--- src/rtl/fir_tap_accumulator.sv ---
// Folds NTAPS consecutive signed 32-bit beats into one output sample.
// The add can either saturate or wrap on signed overflow, and an overflow flag is kept for each sample.
module fir_tap_accumulator #(
  parameter int NTAPS    = 8,
  parameter bit SATURATE = 1'b1
) (
  input  logic        clk_i,
  input  logic        rst_i,
  input  logic        in_valid_i,
  output logic        in_ready_o,
  input  logic [31:0] in_data_i,
  output logic        out_valid_o,
  input  logic        out_ready_i,
  output logic [31:0] out_data_o,
  output logic        out_ovf_o,
  output logic        busy_o
);

  localparam int CW = $clog2(NTAPS + 1);
  localparam logic [CW-1:0] LAST_BEAT = CW'(NTAPS - 1);

  typedef enum logic [1:0] {IDLE, ACCUM, HOLD} state_t;

  state_t        state_q;
  logic [31:0]   acc_q;
  logic          ovf_q;
  logic [CW-1:0] tap_cnt_q;
  logic [31:0]   out_data_q;
  logic          out_ovf_q;
  logic          out_valid_q;
  logic          in_ready_q;
  logic          busy_q;

  logic [31:0]   sum_d;
  logic [31:0]   acc_d;
  logic          ovf_hit_d;
  logic          ovf_d;

  always_comb begin
    sum_d     = acc_q + in_data_i;
    ovf_hit_d = (acc_q[31] == in_data_i[31]) && (sum_d[31] != acc_q[31]);
    acc_d     = sum_d;
    // Clamp toward the sign of the running sum; later beats continue from the clamp.
    if (SATURATE && ovf_hit_d) begin
      acc_d = acc_q[31] ? 32'h8000_0000 : 32'h7FFF_FFFF;
    end
    ovf_d = ovf_q | ovf_hit_d;
  end

  always_ff @(posedge clk_i) begin
    if (rst_i) begin
      state_q     <= IDLE;
      acc_q       <= '0;
      ovf_q       <= 1'b0;
      tap_cnt_q   <= '0;
      out_data_q  <= '0;
      out_ovf_q   <= 1'b0;
      out_valid_q <= 1'b0;
      in_ready_q  <= 1'b1;
      busy_q      <= 1'b0;
    end else begin
      case (state_q)
        IDLE: begin
          if (in_valid_i) begin
            acc_q     <= in_data_i;
            ovf_q     <= 1'b0;
            tap_cnt_q <= CW'(1);
            state_q   <= ACCUM;
            busy_q    <= 1'b1;
          end
        end
        ACCUM: begin
          if (in_valid_i) begin
            acc_q     <= acc_d;
            ovf_q     <= ovf_d;
            tap_cnt_q <= tap_cnt_q + CW'(1);
            if (tap_cnt_q == LAST_BEAT) begin
              out_data_q  <= acc_d;
              out_ovf_q   <= ovf_d;
              out_valid_q <= 1'b1;
              in_ready_q  <= 1'b0;
              state_q     <= HOLD;
            end
          end
        end
        HOLD: begin
          // in_ready only returns after the output handshake; there is no pass-through in the same cycle.
          if (out_ready_i) begin
            out_valid_q <= 1'b0;
            in_ready_q  <= 1'b1;
            busy_q      <= 1'b0;
            tap_cnt_q   <= '0;
            state_q     <= IDLE;
          end
        end
        default: begin
          state_q    <= IDLE;
          in_ready_q <= 1'b1;
          busy_q     <= 1'b0;
        end
      endcase
    end
  end

  assign in_ready_o  = in_ready_q;
  assign out_valid_o = out_valid_q;
  assign out_data_o  = out_data_q;
  assign out_ovf_o   = out_ovf_q;
  assign busy_o      = busy_q;

endmodule
--- config.mk ---
export PLATFORM = sky130hd
export DESIGN_NAME = fir_tap_accumulator
export DESIGN_NICKNAME = d
export VERILOG_FILES = /design/src/rtl/fir_tap_accumulator.sv
export SDC_FILE = /design/constraint.sdc
export NUM_CORES = 1
export LEC_CHECK = 0
export CORE_ASPECT_RATIO = 1.2
export CORE_MARGIN = 2
export CORE_UTILIZATION = 44
export CTS_BUF_LIST = sky130_fd_sc_hd__clkbuf_2
export CTS_CLUSTER_DIAMETER = 40
export DETAILED_ROUTE_END_ITERATION = 10
export PLACE_DENSITY_LB_ADDON = 0.1
export SLEW_MARGIN = 15
export SYNTH_ARGS = -nofsm -noshare
export SYNTH_HDL_FRONTEND = slang
export SYNTH_SLANG_ARGS = --single-unit
--- constraint.sdc ---
create_clock -name clk_i -period 6.15 [get_ports clk_i]
set_clock_uncertainty 0.05 [all_clocks]
set_input_delay 1.23 -clock clk_i [delete_from_list [all_inputs] [get_ports clk_i]]
set_output_delay 1.23 -clock clk_i [all_outputs]
set_load 0.01 [all_outputs]
==> results of run 1 <==
where the power goes:
part / switching (uW) / internal [uW] / total (uW)
sequential: 15.1 / 511 / 526
clock: 179 / 50.8 / 230
combinational: 275 / 165 / 440
worst max-delay path by stage:
stage,startpoint,end,cells past startpoint
final,in_data_i[30],acc_q[29],11
after global placement,in_data_i[28],acc_q[25],11
after CTS,in_data_i[30],acc_q[29],11
after global routing,in_data_i[28],acc_q[26],11
after detailed placement,in_data_i[30],acc_q[29],11
after floorplan,in_data_i[0],acc_q[26],12
cell type report:
class / count / area [um^2]
Tap cell: 132 / 165
Multi-Input combinational cell: 503 / 3170
Timing Repair Buffer: 77 / 751
Fill cell: 1104 / 5210
Clock inverter: 3 / 17.5
Inverter: 17 / 63.8
Sequential cell: 75 / 1500
Clock buffer: 11 / 55.1
cell families (layout without fill, tap and decap cells):
logic type | Yosys count | in the layout
compound gates | 247 | 247
simple gates | 193 | 193
flops | 75 | 75
buf+inv | 52 | 108
fa+ha+maj | 37 | 37
xor+xnor | 23 | 23
mux | 3 | 3
tightest hold or removal path, delay by kind of cell (launching register included):
| family | cells | cell delay [ns] |
|---|---|---|
| DFF | 1 | 0.35 |
| and+or+nand+nor | 1 | 0.05 |
| AOI/OAI and AO/OA | 1 | 0.05 |
synth_stat cells (6+ instances only):
| master | n | share of area |
|---|---|---|
| a21oi_1 | 89 | 0.092 |
| dfxtp_1 | 75 | 0.31 |
| nand2_1 | 65 | 0.050 |
| nor2_1 | 65 | 0.050 |
| o21ai_0 | 48 | 0.049 |
| ha_1 | 36 | 0.093 |
| clkbuf_1 | 26 | 0.020 |
| nor3_1 | 21 | 0.022 |
| inv_1 | 17 | 0.013 |
| a31oi_1 | 14 | 0.018 |
| xor2_1 | 14 | 0.025 |
| a21o_1 | 13 | 0.020 |
| a211oi_1 | 12 | 0.019 |
| nand3_1 | 11 | 0.011 |
| o221ai_1 | 11 | 0.020 |
| xnor2_1 | 9 | 0.016 |
| o211ai_1 | 8 | 0.012 |
| buf_2 | 7 | 0.0072 |
| nand2b_1 | 7 | 0.0090 |
| o21a_1 | 6 | 0.0093 |
| o21ai_1 | 6 | 0.0062 |
| o221a_2 | 6 | 0.014 |
cell usage in the layout (no fill, tap or decap), types with 6 or more instances in the layout:
master           netlist  final
a21oi_1               89     89
dfxtp_1               75     75
clkdlybuf4s50_1        0     70
nand2_1               65     65
nor2_1                65     64
o21ai_0               48     48
ha_1                  36     36
nor3_1                21     21
inv_1                 17     17
xor2_1                14     14
a31oi_1               14     14
a21o_1                13     13
a211oi_1              12     12
o221ai_1              11     11
nand3_1               11     11
clkbuf_2               0     11
xnor2_1                9      9
o211ai_1               8      8
nand2b_1               7      7
o21a_1                 6      6
o221a_2                6      6
buf_4                  0      6
routing by layer:
| metal | track usage | vias to the layer above | wire (um) |
|---|---|---|---|
| met1 | 0.301 | 2312 | 6240 |
| li1 | - | 2410 | - |
| met4 | 0.116 | 0 | 503 |
| met2 | 0.410 | 125 | 7010 |
| met3 | 0.0393 | 36 | 599 |
| met5 | 0 | - | 0 |
flip-flops by register name, summed over array words and instances, names as in the netlist:
register,flops
acc_q,32
out_data_o,32
tap_cnt_q,4
state_q,2
busy_o,1
in_ready_o,1
out_ovf_o,1
out_valid_o,1
ovf_q,1
through the flow:
stage               worst slack (ns)  hold WS, ns  total power, uW  utilization
finish                          1.67        0.420             1200        0.523
global route                    1.51        0.450             1280        0.523
CTS                             1.70        0.425             1200        0.523
detailed placement              1.12        0.402              970        0.517
global placement                1.22        0.397              966        0.517
floorplan                       2.65        0.390              850            -
==> flow_summary.ini, run 1 <==
[clock_network]
path_clk_slew_ns = 0.19
numCtsBuffers = 9
clockBufferDepth = 2
worstSkewPairLatency_ns = 0.55
post_cts_buffers = 0
htreeDepth = 3
cts_root_buffer = clkbuf_2
clock_sinks = 75
ctsResizeCount = 0
tritoncts = built
cts_hold_buf = 0

[die]
chipWidth_um = 100
rows = 42
io_pins = 72
die_y_um = 119
dieArea_um2 = 11900
coreArea_um2 = 10900
start_util = 0.445

[logic_synthesis]
yosys.area_share.adder = 0.0967
avgSynthCellArea_um2 = 7.72
yosysWarnings = 0
synth_seq_cells = 75
synth_xor_xnor_area_share = 0.0414
seq_area_frac_synth = 0.309
synth.distinct_cells = 56
synthesis.area_um2 = 4860
synth_simple_gate_area_share = 0.174
synth_nets = 703
yosys-mux-area-fraction = 0.00617
synthArstFlopShare = 0
synth_ff_type = dfxtp_1
synth_edf_count = 0
synth_top_family_by_area = compound AO/OA/AOI/OAI gates
synthCells = 630
synth_compound_area_frac = 0.331

[critical_path]
cp_slowest_cell = nand2_1
cp-start-kind = primary input
r2r_cells = 10
path_class = primary input to flop
rrSetupSlack_ns = 2.47
cp_num_buf_inv = 1
crit_chain = clkdlybuf4s50_1 > ha_1 > and2_1 > a221oi_1 > o211ai_1 > nor2_1 > a21oi_4 > nand2_1 > nand2_1 > nor2_2 > a2111oi_2
required_ns = 6.51
max_stage_delay_ns = 0.56
worstPathMaxFanout = 14
cp.arrival_ns = 4.85
cpMostUsedCell = nand2_1
rr_endpoint = acc_q[29]
rr_startpoint = acc_q[28]
crit_path_end_kind = flop
worst_path_dominant_cell_family = simple AND/OR/NAND/NOR gates

[placed_design]
postPlaceCellArea_um2 = 5650
place_inst = 804
io_buffers = 71
finalWeightedCongestion = 0.897
dp_hpwl_mm = 10.0

[timing]
fin_crit_ns = 4.48
tightestPinTransition_ns = 1.01
setup_violations = 0
relSlewSlack = 0.324
post-route-period-util = 0.729
hold_viol = 0
rsz0062_at_grt = no
drv_slew = 0
fmax_ghz = 0.223
tns_ns = 0

[power_and_ir_drop]
p_leak_uw = 0.00223
p_per_area_nw_per_um2 = 209
peakVddDrop_uv = 80.5

[worst_hold_path]
min_delay_worst_endpoint = out_data_o[1]
min_from = out_data_o[1]
hold_path_depth = 2
hp-class = flop to flop

[route]
drt-initial-drc-count = 240
wl_mm = 14.4
drt_pass1_iterations = 5
antenna_left = 0
drc_errors = 0
wl_per_cell_um = 17.5
vias = 4883
via_per_inst = 5.97

[global_routing]
antenna_found_initial = 0
track_usage = 0.244
grt_max_degree = 57
grt_pass1_vias = 4882
overflow = 0
grt_pass1_wl_mm = 23.3

[final_layout]
fin_cells = 818
drive_above_1_share = 0.0685
nets = 756
diodes = 0
synthToLayoutAreaGrowth_pct = 17.6
finalInstanceArea_um2 = 5720

[outcome]
status = finished clean

[flow_run]
maxCapViolations = 0
No activity file was read; power rests on OpenSTA's default activity.
==> inputs of run 2 (changes only) <==
==> constraint.sdc (replaced) <==
create_clock -name clk_i -period 4.6 [get_ports clk_i]
set_clock_uncertainty 0.05 [all_clocks]
set_input_delay 0.92 -clock clk_i [delete_from_list [all_inputs] [get_ports clk_i]]
set_output_delay 0.92 -clock clk_i [all_outputs]
set_load 0.01 [all_outputs]
==> flow_summary.ini, run 2 (synthesized netlist as in run 1, its figures left out) <==
[timing]
post-route-period-util = 0.771
rsz0062_at_grt = no
fin_crit_ns = 3.55
tns_ns = 0
hold_viol = 0
fmax_ghz = 0.282
drv_slew = 0
tightestPinTransition_ns = 1.04
hold_ws_ns = 0.419
setup_violations = 0
relSlewSlack = 0.304

[critical_path]
worstSetupStartpoint = in_data_i[0]
r2r_cells = 12
required_ns = 5.02
worstPathMaxFanout = 5
crit_path_end_kind = flop
rr_endpoint = acc_q[26]
rr_startpoint = acc_q[0]
path_class = primary input to flop
cp-start-kind = primary input
rrSetupSlack_ns = 1.53
endpoint = acc_q[26]
cp.arrival_ns = 3.97

[die]
io_pins = 72
start_util = 0.445
die_y_um = 119
dieArea_um2 = 11900
rows = 42
coreArea_um2 = 10900
chipWidth_um = 100

[clock_network]
path_clk_slew_ns = 0.21
tritoncts = built
clock_sinks = 75
clockBufferDepth = 2
post_cts_buffers = 0
numCtsBuffers = 9
htreeDepth = 3
cts_root_buffer = clkbuf_2
ctsResizeCount = 0
cts_hold_buf = 0
worstSkewPairLatency_ns = 0.57

[route]
wl_per_cell_um = 17.5
wl_met2_mm = 7.24
routed.top_layer = met4
via_per_inst = 5.92
drt_pass1_iterations = 5
vias = 4893
drt-initial-drc-count = 280
wl_met1_mm = 6.25
route.met3.wl_um = 619
antenna_left = 0
wl_mm = 14.4
drc_errors = 0

[power_and_ir_drop]
combPwrFrac = 0.355
peakVddDrop_uv = 185
pwr-share-seq = 0.420
p_sw_frac = 0.384
p_int_uw = 1030
report.power.total_uw = 1680
p_leak_uw = 0.00227
pwr-share-clk = 0.226
power.switching_uw = 644
p_per_area_nw_per_um2 = 289

[flow_run]
maxCapViolations = 0

[outcome]
status = finished clean

[placed_design]
io_buffers = 71
finalWeightedCongestion = 0.926
dp_hpwl_mm = 10.2

[final_layout]
nets = 761
final_common_cell = a21oi_1
mostFrequentLayoutCells = a21oi_1, dfxtp_1, clkdlybuf4s50_1, nand2_1, nor2_1
fillCellCount = 1108
synthToLayoutAreaGrowth_pct = 19.1
seqCellArea_um2 = 1500
drive_above_1_share = 0.0765
multi_input_area_um2 = 3170

[global_routing]
grt_pass1_vias = 4781
antenna_found_initial = 1
grt_max_degree = 56
grt_pass1_wl_mm = 23.7
track_usage = 0.248
overflow = 0

[worst_hold_path]
hp-class = flop to flop
run 2: stage by stage:
stage	cells	utilization	setup WS (ns)	instance area [um^2]
after floorplan	630	-	1.41	4860
after global routing	826	0.530	0.849	5790
after global placement	809	0.520	0.507	5680
after detailed placement	809	0.520	0.466	5680
after CTS	825	0.530	1.04	5790
final	826	0.530	1.05	5790
run 2: how the worst min path moves through the flow:
stage / startpoint / to / slack (ns) / cells past startpoint
floorplan: acc_q[12] / acc_q[12] / 0.39 / 2
global placement: out_data_o[17] / out_data_o[17] / 0.40 / 2
detailed placement: out_data_o[1] / out_data_o[1] / 0.40 / 2
CTS: out_data_o[17] / out_data_o[17] / 0.43 / 2
global route: out_data_o[17] / out_data_o[17] / 0.45 / 2
finish: out_data_o[17] / out_data_o[17] / 0.42 / 2
run 2: area by class of cell:
cell class                      instances  share of cell area
Clock inverter                          6             0.00972
Sequential cell                        75               0.259
Inverter                               17              0.0110
Antenna cell                            1            0.000432
Timing Repair Buffer                   82               0.136
Clock buffer                           10             0.00864
Tap cell                              132              0.0285
Multi-Input combinational cell        503               0.546
run 2: power groups by stage:
stage | logic (uW) | clock network (uW) | registers (uW)
after floorplan | 426 | 0 | 711
after detailed placement | 586 | 0 | 716
after global routing | 660 | 413 | 708
after CTS | 591 | 388 | 703
final | 594 | 378 | 703
after global placement | 584 | 0 | 714
run 2: metal layers:
layer | global-route usage | vias up
met1 | 0.315 | 2312
met4 | 0.0985 | 0
li1 | - | 2431
met3 | 0.0282 | 25
met5 | 0 | -
met2 | 0.426 | 125
run 2: critical path: stages:
cell and delay, ns:
clkdlybuf4s50_1 0.50, ha_1 0.24, inv_1 0.07, fa_1 0.37, nand2b_1 0.19, a21oi_1 0.23
o21ai_1 0.16, a21o_1 0.27, a31o_1 0.23, nand3b_1 0.09, xor2_1 0.18, nand2_1 0.13
a2111oi_2 0.38
